### config.mk
export PLATFORM = sky130hd
export DESIGN_NAME = uart_rx
export DESIGN_NICKNAME = d
export VERILOG_FILES = /design/src/rtl/uart_pkg.sv /design/src/rtl/uart_baud_tick.sv /design/src/rtl/uart_rx.sv
export SDC_FILE = /design/constraint.sdc
export NUM_CORES = 1
export LEC_CHECK = 0
export CAP_MARGIN = 20
export CORE_UTILIZATION = 50
export CTS_BUF_LIST = sky130_fd_sc_hd__clkbuf_4 sky130_fd_sc_hd__clkbuf_8 sky130_fd_sc_hd__clkbuf_16
export CTS_CLUSTER_SIZE = 14
export DETAILED_ROUTE_END_ITERATION = 10
export HOLD_SLACK_MARGIN = 0.08
export PLACE_DENSITY = 0.8
export SLEW_MARGIN = 30
export SYNTH_ARGS = -nofsm -noshare
export SYNTH_HDL_FRONTEND = slang
export SYNTH_SLANG_ARGS = --single-unit
### constraint.sdc
create_clock -name clk -period 1.85 [get_ports clk]
set_clock_uncertainty 0.2 [all_clocks]
set_input_delay 0.555 -clock clk [delete_from_list [all_inputs] [get_ports clk]]
set_output_delay 0.555 -clock clk [all_outputs]
set_load 0.02 [all_outputs]
### src/rtl/uart_pkg.sv
// -----------------------------------------------------------------------------
// uart_pkg
// Shared definitions for the UART receive path (and the future transmitter):
//   - rx_state_t      : receiver FSM state encoding
//   - DEFAULT_OVERSAMPLE : default oversampling ratio
//   - calc_div()      : clocks per oversample tick, truncated, minimum 1
//   - parity_of()     : even-parity reduction over up to 8 data bits
// No ports (package).
// -----------------------------------------------------------------------------
package uart_pkg;

    typedef enum logic [2:0] {
        IDLE   = 3'd0,
        START  = 3'd1,
        DATA   = 3'd2,
        PARITY = 3'd3,
        STOP   = 3'd4,
        BREAK  = 3'd5
    } rx_state_t;

    localparam int DEFAULT_OVERSAMPLE = 16;

    // Clocks per oversample tick; never below one so the tick generator stays alive.
    function automatic int calc_div(input int clk_freq, input int baud_rate, input int oversample);
        int div_v;
        div_v = clk_freq / (baud_rate * oversample);
        if (div_v < 1) begin
            div_v = 1;
        end else begin
            div_v = div_v;
        end
        return div_v;
    endfunction

    // XOR of all data bits; callers zero-extend narrower words.
    function automatic logic parity_of(input logic [7:0] data);
        return ^data;
    endfunction

endpackage

### src/rtl/uart_baud_tick.sv
// -----------------------------------------------------------------------------
// uart_baud_tick
// Oversample tick generator: registered one-clock tick every DIV clocks.
// A restart pulse zeroes the counter so tick phase aligns to an external event.
// Ports:
//   clk     in  system clock
//   reset_n in  asynchronous active-low reset
//   restart in  synchronous counter restart
//   tick    out one-clock pulse every DIV clocks
// -----------------------------------------------------------------------------
module uart_baud_tick #(
    parameter int DIV = 1
) (
    input  logic clk,
    input  logic reset_n,
    input  logic restart,
    output logic tick
);

    localparam int CNT_W = (DIV > 1) ? $clog2(DIV) : 1;
    localparam logic [CNT_W-1:0] CNT_LAST = CNT_W'(DIV - 1);

    logic [CNT_W-1:0] cnt_r;

    // Divider counter with registered tick output.
    always_ff @(posedge clk or negedge reset_n) begin
        if (!reset_n) begin
            cnt_r <= '0;
            tick  <= 1'b0;
        end else if (restart) begin
            cnt_r <= '0;
            tick  <= 1'b0;
        end else if (cnt_r == CNT_LAST) begin
            cnt_r <= '0;
            tick  <= 1'b1;
        end else begin
            cnt_r <= cnt_r + CNT_W'(1);
            tick  <= 1'b0;
        end
    end

endmodule

### src/rtl/uart_rx.sv
// -----------------------------------------------------------------------------
// uart_rx
// UART receive deframer fed by an already-synchronized RX line. Validates the
// start bit at mid-bit, samples DATA_BITS data bits LSB-first, checks the stop
// bit and emits a one-cycle rx_valid or frame_err strobe per frame.
// Optional feature macro: UART_RX_PARITY_EN (inserts an even-parity bit).
// Ports:
//   clk        in  system clock
//   reset_n    in  asynchronous active-low reset
//   rx_sync    in  synchronized RX line, idle high
//   rx_data    out last correctly framed byte (LSB = first bit received)
//   rx_valid   out one-cycle strobe, rx_data is new
//   frame_err  out one-cycle strobe, stop bit sampled low
//   parity_err out one-cycle strobe, parity mismatch (0 when feature disabled)
//   busy       out high whenever the receiver is not idle
// -----------------------------------------------------------------------------
module uart_rx
    import uart_pkg::*;
#(
    parameter int CLK_FREQ   = 50_000_000,
    parameter int BAUD_RATE  = 115_200,
    parameter int OVERSAMPLE = DEFAULT_OVERSAMPLE,
    parameter int DATA_BITS  = 8
) (
    input  logic                 clk,
    input  logic                 reset_n,
    input  logic                 rx_sync,
    output logic [DATA_BITS-1:0] rx_data,
    output logic                 rx_valid,
    output logic                 frame_err,
    output logic                 parity_err,
    output logic                 busy
);

    localparam int DIV  = calc_div(CLK_FREQ, BAUD_RATE, OVERSAMPLE);
    localparam int OS_W = $clog2(OVERSAMPLE);
    localparam int BC_W = $clog2(DATA_BITS + 1);
    localparam logic [OS_W-1:0] OS_MID  = OS_W'(OVERSAMPLE / 2 - 1);
    localparam logic [OS_W-1:0] OS_LAST = OS_W'(OVERSAMPLE - 1);
    localparam logic [BC_W-1:0] BC_LAST = BC_W'(DATA_BITS - 1);

    rx_state_t            state_r, state_nx_s;
    logic [OS_W-1:0]      os_cnt_r, os_cnt_nx_s;
    logic [BC_W-1:0]      bit_cnt_r, bit_cnt_nx_s;
    logic [DATA_BITS-1:0] shift_r, shift_nx_s;
    logic [DATA_BITS-1:0] data_nx_s;
    logic                 valid_nx_s, ferr_nx_s, perr_nx_s;
    logic                 restart_s, tick_s;
    logic                 parity_bad_r, parity_bad_nx_s;

    // Tick phase restarts on the start edge so mid-bit sampling is aligned to it.
    uart_baud_tick #(.DIV(DIV)) u_tick (
        .clk     (clk),
        .reset_n (reset_n),
        .restart (restart_s),
        .tick    (tick_s)
    );

    // Next-state, counter and strobe logic.
    always_comb begin
        state_nx_s      = state_r;
        os_cnt_nx_s     = os_cnt_r;
        bit_cnt_nx_s    = bit_cnt_r;
        shift_nx_s      = shift_r;
        data_nx_s       = rx_data;
        valid_nx_s      = 1'b0;
        ferr_nx_s       = 1'b0;
        perr_nx_s       = 1'b0;
        restart_s       = 1'b0;
        parity_bad_nx_s = parity_bad_r;

        case (state_r)
            IDLE: begin
                if (!rx_sync) begin
                    state_nx_s      = START;
                    os_cnt_nx_s     = '0;
                    restart_s       = 1'b1;
                    parity_bad_nx_s = 1'b0;
                end else begin
                    state_nx_s = IDLE;
                end
            end
            START: begin
                if (tick_s) begin
                    if (os_cnt_r == OS_MID) begin
                        os_cnt_nx_s  = '0;
                        bit_cnt_nx_s = '0;
                        // A start bit gone high by mid-bit was a glitch.
                        if (!rx_sync) begin
                            state_nx_s = DATA;
                        end else begin
                            state_nx_s = IDLE;
                        end
                    end else begin
                        os_cnt_nx_s = os_cnt_r + OS_W'(1);
                    end
                end else begin
                    os_cnt_nx_s = os_cnt_r;
                end
            end
            DATA: begin
                if (tick_s) begin
                    if (os_cnt_r == OS_LAST) begin
                        os_cnt_nx_s  = '0;
                        shift_nx_s   = {rx_sync, shift_r[DATA_BITS-1:1]};
                        bit_cnt_nx_s = bit_cnt_r + BC_W'(1);
                        if (bit_cnt_r == BC_LAST) begin
`ifdef UART_RX_PARITY_EN
                            state_nx_s = PARITY;
`else
                            state_nx_s = STOP;
`endif
                        end else begin
                            state_nx_s = DATA;
                        end
                    end else begin
                        os_cnt_nx_s = os_cnt_r + OS_W'(1);
                    end
                end else begin
                    os_cnt_nx_s = os_cnt_r;
                end
            end
`ifdef UART_RX_PARITY_EN
            PARITY: begin
                if (tick_s) begin
                    if (os_cnt_r == OS_LAST) begin
                        os_cnt_nx_s     = '0;
                        parity_bad_nx_s = parity_of(8'(shift_r)) ^ rx_sync;
                        state_nx_s      = STOP;
                    end else begin
                        os_cnt_nx_s = os_cnt_r + OS_W'(1);
                    end
                end else begin
                    os_cnt_nx_s = os_cnt_r;
                end
            end
`endif
            STOP: begin
                if (tick_s) begin
                    if (os_cnt_r == OS_LAST) begin
                        os_cnt_nx_s = '0;
                        perr_nx_s   = parity_bad_r;
                        if (rx_sync) begin
                            state_nx_s = IDLE;
                            // A parity failure suppresses delivery of the byte.
                            if (!parity_bad_r) begin
                                valid_nx_s = 1'b1;
                                data_nx_s  = shift_r;
                            end else begin
                                valid_nx_s = 1'b0;
                            end
                        end else begin
                            state_nx_s = BREAK;
                            ferr_nx_s  = 1'b1;
                        end
                    end else begin
                        os_cnt_nx_s = os_cnt_r + OS_W'(1);
                    end
                end else begin
                    os_cnt_nx_s = os_cnt_r;
                end
            end
            BREAK: begin
                // Hold off until the line idles so a stuck-low line cannot retrigger.
                if (rx_sync) begin
                    state_nx_s = IDLE;
                end else begin
                    state_nx_s = BREAK;
                end
            end
            default: begin
                state_nx_s = IDLE;
            end
        endcase
    end

    // State, datapath and registered output flops.
    always_ff @(posedge clk or negedge reset_n) begin
        if (!reset_n) begin
            state_r      <= IDLE;
            os_cnt_r     <= '0;
            bit_cnt_r    <= '0;
            shift_r      <= '0;
            parity_bad_r <= 1'b0;
            rx_data      <= '0;
            rx_valid     <= 1'b0;
            frame_err    <= 1'b0;
            busy         <= 1'b0;
        end else begin
            state_r      <= state_nx_s;
            os_cnt_r     <= os_cnt_nx_s;
            bit_cnt_r    <= bit_cnt_nx_s;
            shift_r      <= shift_nx_s;
            parity_bad_r <= parity_bad_nx_s;
            rx_data      <= data_nx_s;
            rx_valid     <= valid_nx_s;
            frame_err    <= ferr_nx_s;
            busy         <= (state_nx_s != IDLE);
        end
    end

`ifdef UART_RX_PARITY_EN
    // Registered parity error strobe.
    always_ff @(posedge clk or negedge reset_n) begin
        if (!reset_n) begin
            parity_err <= 1'b0;
        end else begin
            parity_err <= perr_nx_s;
        end
    end
`else
    assign parity_err = 1'b0;
`endif

endmodule

==> reports/metrics.csv <==
stage;metric;value;unit
run_status;status;finished, violations left;
run_status;violations;negative setup slack;
final_layout;nNetsFinal;190;
sta;slew_headroom;0.6505;
power_and_ir_drop;peakVddDrop;0.0004906;V
routing;wl_per_cell;17.11;µm
final_layout;drive_gt1_frac;0.3804;
sta;finalMaxSlewViolations;0;
hold_path;hold_path.class;flop to flop;
routing;wl_met1;1645;µm
sta;setup_slack;-0.09497;ns
routing;highest_layer;met4;
yosys;syn_inst;144;
clock_tree;clock-sinks;36;
power_and_ir_drop;p_per_area;813.2;nW/µm²
sta;fmax;0.5141;GHz
yosys;synth_warnings;0;
routing;drt-initial-drc-count;161;
die;die_y;60.30;µm
routing;drt_pass1_iterations;4;
routing;via_per_inst;5.860;
routing;postRouteWirelength;3902;µm
yosys;ys.flop_type;dfrtp_1;
yosys;synthesis.nets;151;
clock_tree;cts_buffers;5;
worst_setup_path;crit_fanout;5;
worst_setup_path;arrival;1.96;ns
final_layout;design_area;2205;µm²
routing;met2_length;1997;µm
place;io_buffers;13;
global_routing;track_usage;0.2255;
final_layout;area_growth;29.75;%
worst_setup_path;crit_path_start_kind;flop;
global_routing;antenna_found_initial;0;
clock_tree;h-tree-depth;2;
worst_setup_path;cp-end-kind;flop;
final_layout;diodes;0;
yosys;yosysUniqueCellTypes;39;
routing;drcViolationCount;0;
clock_tree;hold_buffers;0;
yosys;synth.avg_cell_area;11.80;µm²
die;rows;20;
yosys;synth_edf_count;0;
global_routing;grt_overflow;0;
die;die_area;3635;µm²
worst_setup_path;cp.required;1.87;ns
sta;layout_min_cycle_time;1.945;ns
yosys;synth_seq_cells;36;
sta;grt_setup_unrepaired;true;
routing;met3_length;159;µm
sta;setup_violations;16;
clock_tree;cts.clk_slew.worst_paths;0.10;ns
final_layout;fin_util;0.7048;
clock_tree;clkLatencyLatePin;0.34;ns
clock_tree;clockRootBuffer;clkbuf_4;
yosys;synthArstFlopShare;1.000;
clock_tree;clockBufferDepth;2;
routing;vias;1336;
power_and_ir_drop;p_leak;1.072;nW
die;ioPinCount;15;
sta;hold_viol;0;
place;gp_congestion;0.8983;
global_routing;grt_start_max_net_pins;37;
yosys;netlist_area;1699;µm²
yosys;ys_seq_area_frac;0.5302;
sta;fin_setup_tns;-0.8142;ns
place;dp_hpwl;2449;µm
sta;fin_crit_sh;1.051;
final_layout;n_fill_cell;217;
global_routing;first_global_vias;1319;
die;die_w;60.30;µm
job;drv_cap;0;
die;initial_core_util;0.5432;
place;placed_area;1979;µm²
clock_tree;cts_tree;done;
worst_setup_path;critPathKind;flop to flop;
power_and_ir_drop;p_total;0.001793;W
die;coreArea;3128;µm²
sta;tightest_slew;0.5187;ns
routing;ant_nets;0;
global_routing;grt_pass1_wl;5823;µm
## area by class of cell
cell class	instances	area (µm²)	share of cell area
Clock buffer	5	37.54	0.01703
Clock inverter	3	18.77	0.008513
Inverter	3	11.26	0.005108
Multi-Input combinational cell	97	833.3	0.3780
Sequential cell	36	900.9	0.4086
Tap cell	44	55.05	0.02497
Timing Repair Buffer	40	347.8	0.1578
## critical path, cell delays in order (launching register included)
cell and delay (ns):
dfrtp_1 0.41, ha_4 0.16, and4_4 0.23, nand3_4 0.09, nor3b_4 0.26, buf_6 0.18, mux2_4 0.30
## kinds of logic (layout without fill, tap and decap cells)
logic type,count (synthesis),after routing,synth area share
muxes,18,18,0.1193
and+or+nand+nor,43,43,0.1458
adders and majority gates,4,4,0.02946
AOI/OAI and AO/OA,26,26,0.1112
other,1,1,0.002207
DFF,36,36,0.5302
xor gates and xnor gates,5,5,0.02577
buffers and inverters,11,51,0.03608
## power breakdown
part	switching, W	total (W)	internal (W)	leakage (nW)
registers	0.0000933	0.000974	0.000880	0.473
clock network	0.000259	0.000405	0.000146	0.0349
logic	0.000199	0.000414	0.000215	0.564
total	0.000551	0.00179	0.00124	1.07
## placed cells by master, fill, tap and decap left out, types with 2 or more instances in the layout
cell type        count
dfrtp_1             36
buf_4               22
nor2_1               9
mux2_4               9
mux2_2               9
o21ai_0              8
nand3_1              7
nand2_1              6
clkbuf_4             5
clkdlybuf4s15_1      5
xor2_1               4
buf_6                4
dlygate4sd2_1        4
inv_1                3
nand2b_1             3
a21oi_1              3
a22o_1               3
ha_1                 3
nor2_2               2
nand4b_1             2
clkinv_2             2
clkbuf_2             2
## final timing paths
| check | endpoint | startpoint | slack, ns | cells past startpoint |
|---|---|---|---|---|
| max | rx_data[6] | os_cnt_r[0] | -0.09 | 6 |
| min | u_tick.cnt_r[0] | u_tick.cnt_r[0] | 0.29 | 1 |
| max reg2reg | rx_data[6] | os_cnt_r[0] | -0.09 | 6 |
| min reg2reg | u_tick.cnt_r[0] | u_tick.cnt_r[0] | 0.29 | 1 |
| max in group asynchronous | shift_r[4] | reset_n | 0.88 | 2 |
| min in group asynchronous | shift_r[7] | reset_n | 0.38 | 2 |
## metal layers
layer  up-vias  track usage
met5         -            0
met1       679       0.2815
met3        12      0.06710
met4         0       0.1096
li1        598            -
met2        47       0.3548
## cells in the mapped netlist (all sizes together) (2+ instances only)
cell type / instances / area, µm²
o21ai: 9 / 45.04
ha: 4 / 50.05
mux2: 18 / 202.7
xor2: 4 / 35.03
nand3: 8 / 40.04
inv: 3 / 11.26
dfrtp: 36 / 900.9
nor2: 12 / 61.31
nand4b: 2 / 17.52
a21oi: 3 / 15.01
nand2b: 3 / 18.77
buf: 8 / 50.05
nand2: 7 / 26.28
nor3b: 2 / 15.01
a22o: 3 / 26.28
## through the flow
step | cells | hold WS (ns) | worst slack [ns]
4_1_cts | 224 | 0.2895 | -0.1068
3_3_place_gp | 209 | 0.2686 | -0.3274
6_report | 228 | 0.2873 | -0.09497
2_1_floorplan | 144 | 0.05941 | 0.003290
3_5_place_dp | 209 | 0.2755 | -0.4431
5_1_grt | 228 | 0.3154 | -0.1395
## registers in the layout, summed over array words and instances, names as in the netlist
register      cells
rx_data           8
shift_r           8
u_tick.cnt_r      5
bit_cnt_r         4
os_cnt_r          4
state_r           3
busy              1
frame_err         1
rx_valid          1
u_tick.tick       1
## timing repair
item	4_1_cts	5_1_grt
pin swaps	3	4
cloned	1	0
setup endpoints to repair	30	19
gates resized for setup	25	25
buffers inserted	6	4
Power figures use the tool's default switching activity.
